==> config.mk <==
export PLATFORM = sky130hd
export DESIGN_NAME = battery_manager_flat
export DESIGN_NICKNAME = d
export VERILOG_FILES = /design/src/rtl/battery_pkg.sv /design/src/rtl/battery_manager_if.sv /design/src/rtl/battery_rate_sel.sv /design/src/rtl/battery_manager.sv /design/src/flat_wrapper.sv
export SDC_FILE = /design/constraint.sdc
export NUM_CORES = 1
export LEC_CHECK = 0
export CAP_MARGIN = 20
export CORE_AREA = 2 2 39 41
export DETAILED_ROUTE_END_ITERATION = 10
export DIE_AREA = 0 0 41 43
export DONT_BUFFER_PORTS = 1
export PLACE_DENSITY = 0.64
export SLEW_MARGIN = 20
export SYNTH_ARGS = -nofsm -noshare
export SYNTH_HDL_FRONTEND = slang
export SYNTH_SLANG_ARGS = --single-unit
==> constraint.sdc <==
create_clock -name clk -period 4 [get_ports clk]
set_input_delay 0.8 -clock clk [delete_from_list [all_inputs] [get_ports clk]]
set_output_delay 0.8 -clock clk [all_outputs]
set_load 0.1 [all_outputs]
==> src/rtl/battery_pkg.sv <==
// -----------------------------------------------------------------------------
// battery_pkg
// Shared definitions for the battery manager slice: fan-state encodings,
// default level constants and a small level-classification helper.
// Optional feature macro used by this slice: BATTERY_LOW_FLAG_EN.
// -----------------------------------------------------------------------------
package battery_pkg;

  // Fan state as seen on the 2-bit state input; 11 behaves like high speed.
  typedef enum logic [1:0] {
    FAN_IDLE     = 2'b00,
    FAN_LOW      = 2'b01,
    FAN_HIGH     = 2'b10,
    FAN_HIGH_ALT = 2'b11
  } fan_state_e;

  localparam int unsigned BATTERY_W          = 8;
  localparam int unsigned DEFAULT_FULL_LEVEL = 99;
  localparam int unsigned DEFAULT_LOW_LEVEL  = 10;

  // Low means "nearly empty": at or below the threshold but not yet zero.
  function automatic logic level_is_low(input logic [BATTERY_W-1:0] level,
                                        input logic [BATTERY_W-1:0] low_level);
    return (level <= low_level) && (level != 8'd0);
  endfunction

endpackage

==> src/rtl/battery_manager_if.sv <==
// -----------------------------------------------------------------------------
// battery_if
// Groups the mode inputs, timer ticks and level outputs of battery_manager.
//   master : drives sw0, state, timer_100ms, timer_200ms; reads the outputs
//   slave  : the battery manager itself
// When BATTERY_LOW_FLAG_EN is defined the interface also carries battery_low.
// -----------------------------------------------------------------------------
interface battery_if;
  logic       sw0;           // 1 = charger connected
  logic [1:0] state;         // fan state
  logic       timer_100ms;   // one-clk tick every 100 ms
  logic       timer_200ms;   // one-clk tick every 200 ms
  logic [7:0] battery;       // current level, 0..FULL_LEVEL
  logic       battery_empty; // level == 0
`ifdef BATTERY_LOW_FLAG_EN
  logic       battery_low;   // 0 < level <= LOW_LEVEL

  modport master (output sw0, state, timer_100ms, timer_200ms,
                  input  battery, battery_empty, battery_low);
  modport slave  (input  sw0, state, timer_100ms, timer_200ms,
                  output battery, battery_empty, battery_low);
`else
  modport master (output sw0, state, timer_100ms, timer_200ms,
                  input  battery, battery_empty);
  modport slave  (input  sw0, state, timer_100ms, timer_200ms,
                  output battery, battery_empty);
`endif
endinterface

==> src/rtl/battery_rate_sel.sv <==
// -----------------------------------------------------------------------------
// battery_rate_sel
// Picks which timer tick moves the battery level for the current mode.
//   sw0, state             : operating mode (charge / discharge, fan speed)
//   timer_100ms/200ms      : raw ticks
//   inc_en / dec_en        : one-clk step request; mutually exclusive because
//                            sw0 selects exactly one of them.
// Only the tick belonging to the current mode is looked at, so a clk with
// both ticks high still produces a single step.
// -----------------------------------------------------------------------------
module battery_rate_sel
  import battery_pkg::*;
(
  input  logic       sw0,
  input  logic [1:0] state,
  input  logic       timer_100ms,
  input  logic       timer_200ms,
  output logic       inc_en,
  output logic       dec_en
);

  fan_state_e fan_s;
  assign fan_s = fan_state_e'(state);

  // Mode decode: charging is fast when idle, discharging is fast at high speed.
  always_comb begin
    inc_en = 1'b0;
    dec_en = 1'b0;
    if (sw0) begin
      case (fan_s)
        FAN_IDLE:                     inc_en = timer_100ms;
        FAN_LOW, FAN_HIGH, FAN_HIGH_ALT: inc_en = timer_200ms;
        default:                      inc_en = 1'b0;
      endcase
    end else begin
      case (fan_s)
        FAN_IDLE:             dec_en = 1'b0;
        FAN_LOW:              dec_en = timer_200ms;
        FAN_HIGH, FAN_HIGH_ALT: dec_en = timer_100ms;
        default:              dec_en = 1'b0;
      endcase
    end
  end

endmodule

==> src/rtl/battery_manager.sv <==
// -----------------------------------------------------------------------------
// battery_manager
// Keeps a saturating battery level that charges or discharges one step per
// qualifying timer tick.
//   clk  : system clock, rising edge
//   rst  : synchronous active-high reset, level returns to FULL_LEVEL
//   bus  : battery_if.slave (sw0, state, ticks in; battery, battery_empty out)
// Parameters: FULL_LEVEL (max and reset level), LOW_LEVEL (low-flag threshold).
// Optional: define BATTERY_LOW_FLAG_EN to add bus.battery_low.
// -----------------------------------------------------------------------------
module battery_manager
  import battery_pkg::*;
#(
  parameter int unsigned FULL_LEVEL = DEFAULT_FULL_LEVEL,
  parameter int unsigned LOW_LEVEL  = DEFAULT_LOW_LEVEL
) (
  input  logic     clk,
  input  logic     rst,
  battery_if.slave bus
);

  localparam logic [7:0] FULL_LVL = 8'(FULL_LEVEL);
  localparam logic [7:0] LOW_LVL  = 8'(LOW_LEVEL);

  logic [7:0] battery_q;
  logic [7:0] battery_d;
  logic       inc_en_s;
  logic       dec_en_s;

  battery_rate_sel u_rate_sel (
    .sw0         (bus.sw0),
    .state       (bus.state),
    .timer_100ms (bus.timer_100ms),
    .timer_200ms (bus.timer_200ms),
    .inc_en      (inc_en_s),
    .dec_en      (dec_en_s)
  );

  // Next level: single step, clamped at both ends so it never wraps.
  always_comb begin
    battery_d = battery_q;
    if (inc_en_s && (battery_q < FULL_LVL)) begin
      battery_d = battery_q + 8'd1;
    end else if (dec_en_s && (battery_q != 8'd0)) begin
      battery_d = battery_q - 8'd1;
    end else begin
      battery_d = battery_q;
    end
  end

  // Level register; reset wins over any tick in the same clk.
  always_ff @(posedge clk) begin
    if (rst) begin
      battery_q <= FULL_LVL;
    end else begin
      battery_q <= battery_d;
    end
  end

  assign bus.battery       = battery_q;
  assign bus.battery_empty = (battery_q == 8'd0);

`ifdef BATTERY_LOW_FLAG_EN
  // Forced low during reset so the flag never glitches while the level reloads.
  assign bus.battery_low = !rst && level_is_low(battery_q, LOW_LVL);
`else
  logic unused_low_level_s;
  assign unused_low_level_s = ^LOW_LVL;
`endif

endmodule

==> src/flat_wrapper.sv <==
// flat-port wrapper written by rule: the top's interface ports become plain ports
module battery_manager_flat import battery_pkg::*;
#(
  parameter int unsigned FULL_LEVEL = DEFAULT_FULL_LEVEL,
  parameter int unsigned LOW_LEVEL  = DEFAULT_LOW_LEVEL
)
  (clk, rst, bus_sw0, bus_state, bus_timer_100ms, bus_timer_200ms, bus_battery, bus_battery_empty);
  battery_if bus_i ();
  input  logic clk;
  input  logic rst;
  input wire logic [$bits(bus_i.sw0)-1:0] bus_sw0;
  input wire logic [$bits(bus_i.state)-1:0] bus_state;
  input wire logic [$bits(bus_i.timer_100ms)-1:0] bus_timer_100ms;
  input wire logic [$bits(bus_i.timer_200ms)-1:0] bus_timer_200ms;
  output wire logic [$bits(bus_i.battery)-1:0] bus_battery;
  output wire logic [$bits(bus_i.battery_empty)-1:0] bus_battery_empty;
  assign bus_i.sw0 = bus_sw0;
  assign bus_i.state = bus_state;
  assign bus_i.timer_100ms = bus_timer_100ms;
  assign bus_i.timer_200ms = bus_timer_200ms;
  assign bus_battery = bus_i.battery;
  assign bus_battery_empty = bus_i.battery_empty;
  battery_manager #(.FULL_LEVEL(FULL_LEVEL), .LOW_LEVEL(LOW_LEVEL)) u_core (.clk(clk), .rst(rst), .bus(bus_i));
endmodule
==> run summary <==
The horizontal die dimension is 41 um. The detail-routed via count per cell is 5.88. Summed over all layers, the global routing overflow is 0. By area the synthesized netlist is led by dfxtp_1, ha_1, mux2i_1, a21o_1, xor2_1. The worst clock skew came out at 0.00654 ns. The worst max-slew margin expressed relative to the limit is 57.3%.

The top fanout value on the critical path came out at 10. For this run, asynchronously set or reset flops after synthesis account for 0%. The sink count of the clock tree came out at 8. dfxtp_1 takes more of the synthesized area than any other cell. The maximum number of pins on one net before global-route repair is 12. The worst hold path terminates at u_core.bus.battery[5]$_SDFFE_PP1P_. The longest clock path from root to sink contains 2 buffers. The switching share of power came out at 53.9%.

Across the run, the number of max-cap violations was 0. The switching component of the power came out at 0.295 mW. For this design, the slowest cell found on the critical path is o221ai_2. The clock transition at the registers of the reported paths came out at roughly 0.06 ns. In this run, post-CTS hold repair placed 0 buffers. The final sum of negative setup slack is 0 ns.

Total power for the finished layout comes to 0.548 mW. The cell row count is 14. CTS built an H-tree with a depth of 1.

16 I/O pins were placed. Walking the worst path, the cells encountered are buf_4 -> nand2_1 -> o221ai_2 -> ha_1 -> a211oi_1 -> o21bai_1 -> a21o_1 -> a311oi_2 -> mux2i_1. The worst register-to-register path ends at u_core.bus.battery[7]$_SDFFE_PP0P_.

The logic gate share of total power is 68.0%. The routability congestion estimate from global placement is 0.791. The total routed wirelength came out at between 1000 and 1500 um.

The transition time of the tightest slew-check pin is between 0.6 and 0.7 ns. The netlist area before placement came out at 651 um^2. The initial utilization of the core area, before any placement, comes to 47.0%. The number of filler instances in the final layout is 137. Yosys mapped the design onto 30 distinct sky130hd cell types. STA classifies the critical path startpoint as a flip-flop. The number of buffers and inverters on the critical path is 1. The most used flip-flop cell after synthesis is dfxtp_1. Gates resized during post-CTS repair numbered 0. The global-route wire length before repair came out at about 2200 um.

The antenna diode count came out at 0. Timing analysis after detailed placement gives a worst setup slack of 1.03 ns. The commonest cells after synthesis are dfxtp_1, ha_1, nand2_1.

After synthesis the netlist holds a flip-flop and latch count of 8. For this design the static power due to leakage is 0.318 nW. The share of total power in the clock network came out at 12.4%. The per-cell routed wire length came out at roughly 16 um.

The tightest min-delay check is of the flip-flop to flip-flop type. The share of post-route cells with drive strength above 1 is 26.0%. After layout, the minimum clock period comes to 2.88 ns. The flow ran to the end, and the final reports show no timing, DRC or antenna violations.

The power density over the cells is 739 nW/um^2. The critical path capture point type is a flip-flop. The highest cell delay on the worst timing path is 0.51 ns.

The register with the most flip-flops in the layout has 8 of them. The area of combinational cells with multiple inputs is roughly 470 um^2. The number of nets produced by synthesis came out at 81. The instance count of the mapped netlist came out at 67.

The worst setup path is of the flip-flop to flip-flop kind. Across all register-to-register paths, the minimum setup slack is ~1.1 ns. The placeable core area came out at 1380 um^2.

The initial antenna violation count is 0. The area fraction of the dominant cell type after synthesis is 24.6%. The final-report max-slew violation count came out at 0. The number of iterations in the first detailed-routing pass came out at 4. The cell family contributing the most delay on the critical path is compound AO/OA/AOI/OAI gates.

dfxtp_1 is the most common cell in the netlist. The overall track demand over capacity in global routing is a little under a fifth. The number of clock buffers inserted by TritonCTS is 3. Data on the critical path arrives at its endpoint at between 3 and 4 ns. The final setup violation count is 0. The path depth of the worst reg2reg path came out at 9. Setup repair after global routing left no endpoint under its margin. The half-perimeter wire length after placement came out at roughly 1100 um. The count of buffers inserted at the top-level ports is 0. The worst hold path begins at u_core.bus.battery[5]$_SDFFE_PP1P_.

The number of setup buffers added after CTS is 0. The share of the clock period used by the worst path after layout is 72.0%. The DRC marker count from the first detailed-route iteration came out at 9. Sequential cells were found to cover 24.6% of the synthesized design area. The area added between synthesis and finish is 14.0%.

The die outline area is between 1500 and 2000 um^2. The chip height is 43 um. Counting instances, the worst hold path has a depth of 2. TritonCTS built the clock tree. Based on the critical path, the design can be clocked at up to roughly 350 MHz. During synthesis, Yosys emitted a total of 0 warnings.

The via total after detailed routing is 547. The final critical-path setup slack came out at 1.12 ns. Yosys mapped a number of flops with a built-in enable equal to 0. The required time of the critical path came out at 4.20 ns. The startpoint identified for the worst register-to-register timing path is u_core.bus.battery[6]$_SDFFE_PP1P_. The total internal power is between 0.2 and 0.3 mW. The post-layout net count is 93. Registers take between 150 and 200 um^2.

The number of hold violations in the final report is 0. The post-detailed-route DRC marker count is 0. The number of antenna-violating nets in the routed design is 0. The synthesized area per cell is 9.71 um^2. The number of global-route vias before repair came to 525. The maximum vdd ir drop is 421 uV. The share of total power in sequential cells is 19.6%.

The cell chosen for the clock root is clkbuf_4. The later pin in the worst-skew pair is clocked with a latency of 0.27 ns.
==> cell families after synthesis <==
kind of cell	Yosys count	synth area share, %
adder cells (fa/ha/maj)	7	14.6
XOR/XNOR	5	6.73
multiplexers	4	6.15
AO/OA/AOI/OAI	23	29.4
AND/OR/NAND/NOR	17	15.6
buffers and inverters	3	2.88
flip-flops	8	24.6
==> worst reg2reg max path, delay by kind of cell, from the launching register on <==
family,cells,cell delay (ns)
compound gates,5,1.52
fa+ha+maj,1,0.36
buf+inv,1,0.30
flops,1,0.31
mux,1,0.21
simple gates,1,0.12
==> cells in the final DEF, fill, tap and decap left out, drive strengths merged, types with 2 or more instances in the layout <==
cell type / Yosys / layout
a211oi: 3 / 3
buf: 1 / 8
xor2: 3 / 3
inv: 2 / 2
nor2: 4 / 4
nand2: 6 / 6
a21o: 5 / 5
o21bai: 2 / 2
o211ai: 2 / 2
or4: 2 / 2
o21ai: 2 / 2
dfxtp: 8 / 8
ha: 6 / 6
clkbuf: 0 / 3
mux2i: 4 / 4
a21oi: 4 / 4
xnor2: 2 / 2
==> layout make-up <==
class	count	share of cell area, %
Sequential cell	8	21.6
Tap cell	16	2.70
Multi-Input combinational cell	56	63.6
Timing Repair Buffer	8	8.09
Clock buffer	3	3.04
Inverter	2	1.01
==> metrics by stage <==
stage / instances / util (%) / area [um^2] / hold WS (ns)
2_1_floorplan: 67 / - / 651 / 0.869
3_3_place_gp: 90 / 52.0 / 719 / 0.534
3_5_place_dp: 90 / 52.0 / 719 / 0.550
4_1_cts: 93 / 53.6 / 742 / 0.558
5_1_grt: 93 / 53.6 / 742 / 0.592
6_report: 93 / 53.6 / 742 / 0.553
==> how the worst max path moves through the flow <==
stage | start | to | slack [ns] | depth (start not counted)
6_report | u_core.bus.battery[6]$_SDFFE_PP1P_ | u_core.bus.battery[7]$_SDFFE_PP0P_ | 1.12 | 9
5_1_grt | u_core.bus.battery[6]$_SDFFE_PP1P_ | u_core.bus.battery[7]$_SDFFE_PP0P_ | 0.99 | 9
4_1_cts | u_core.bus.battery[6]$_SDFFE_PP1P_ | u_core.bus.battery[7]$_SDFFE_PP0P_ | 1.15 | 9
3_5_place_dp | bus_state[0] | u_core.bus.battery[7]$_SDFFE_PP0P_ | 1.03 | 8
3_3_place_gp | bus_state[0] | u_core.bus.battery[7]$_SDFFE_PP0P_ | 1.10 | 8
2_1_floorplan | u_core.bus.battery[0]$_SDFFE_PP1P_ | u_core.bus.battery[7]$_SDFFE_PP0P_ | 0.87 | 8
==> routing by layer <==
layer  part of all wire, %  vias up  track usage, %  routed length (um)
met5                     0        -               0                   0
met1                    46      250            23.9                 670
li1                      -      272               -                   -
met2                    45       21            28.4                 654
met4                   1.6        0            10.0                  23
met3                   8.0        4            5.24                 118
==> power groups by stage <==
stage	clock (mW)	combinational [mW]	sequential [mW]
final	0.0682	0.373	0.107
after global routing	0.0735	0.397	0.110
after CTS	0.0679	0.371	0.108
after detailed placement	0	0.367	0.109
after global placement	0	0.365	0.109
after floorplan	0	0.184	0.236
Note: power is estimated with default switching activity, not from simulation.
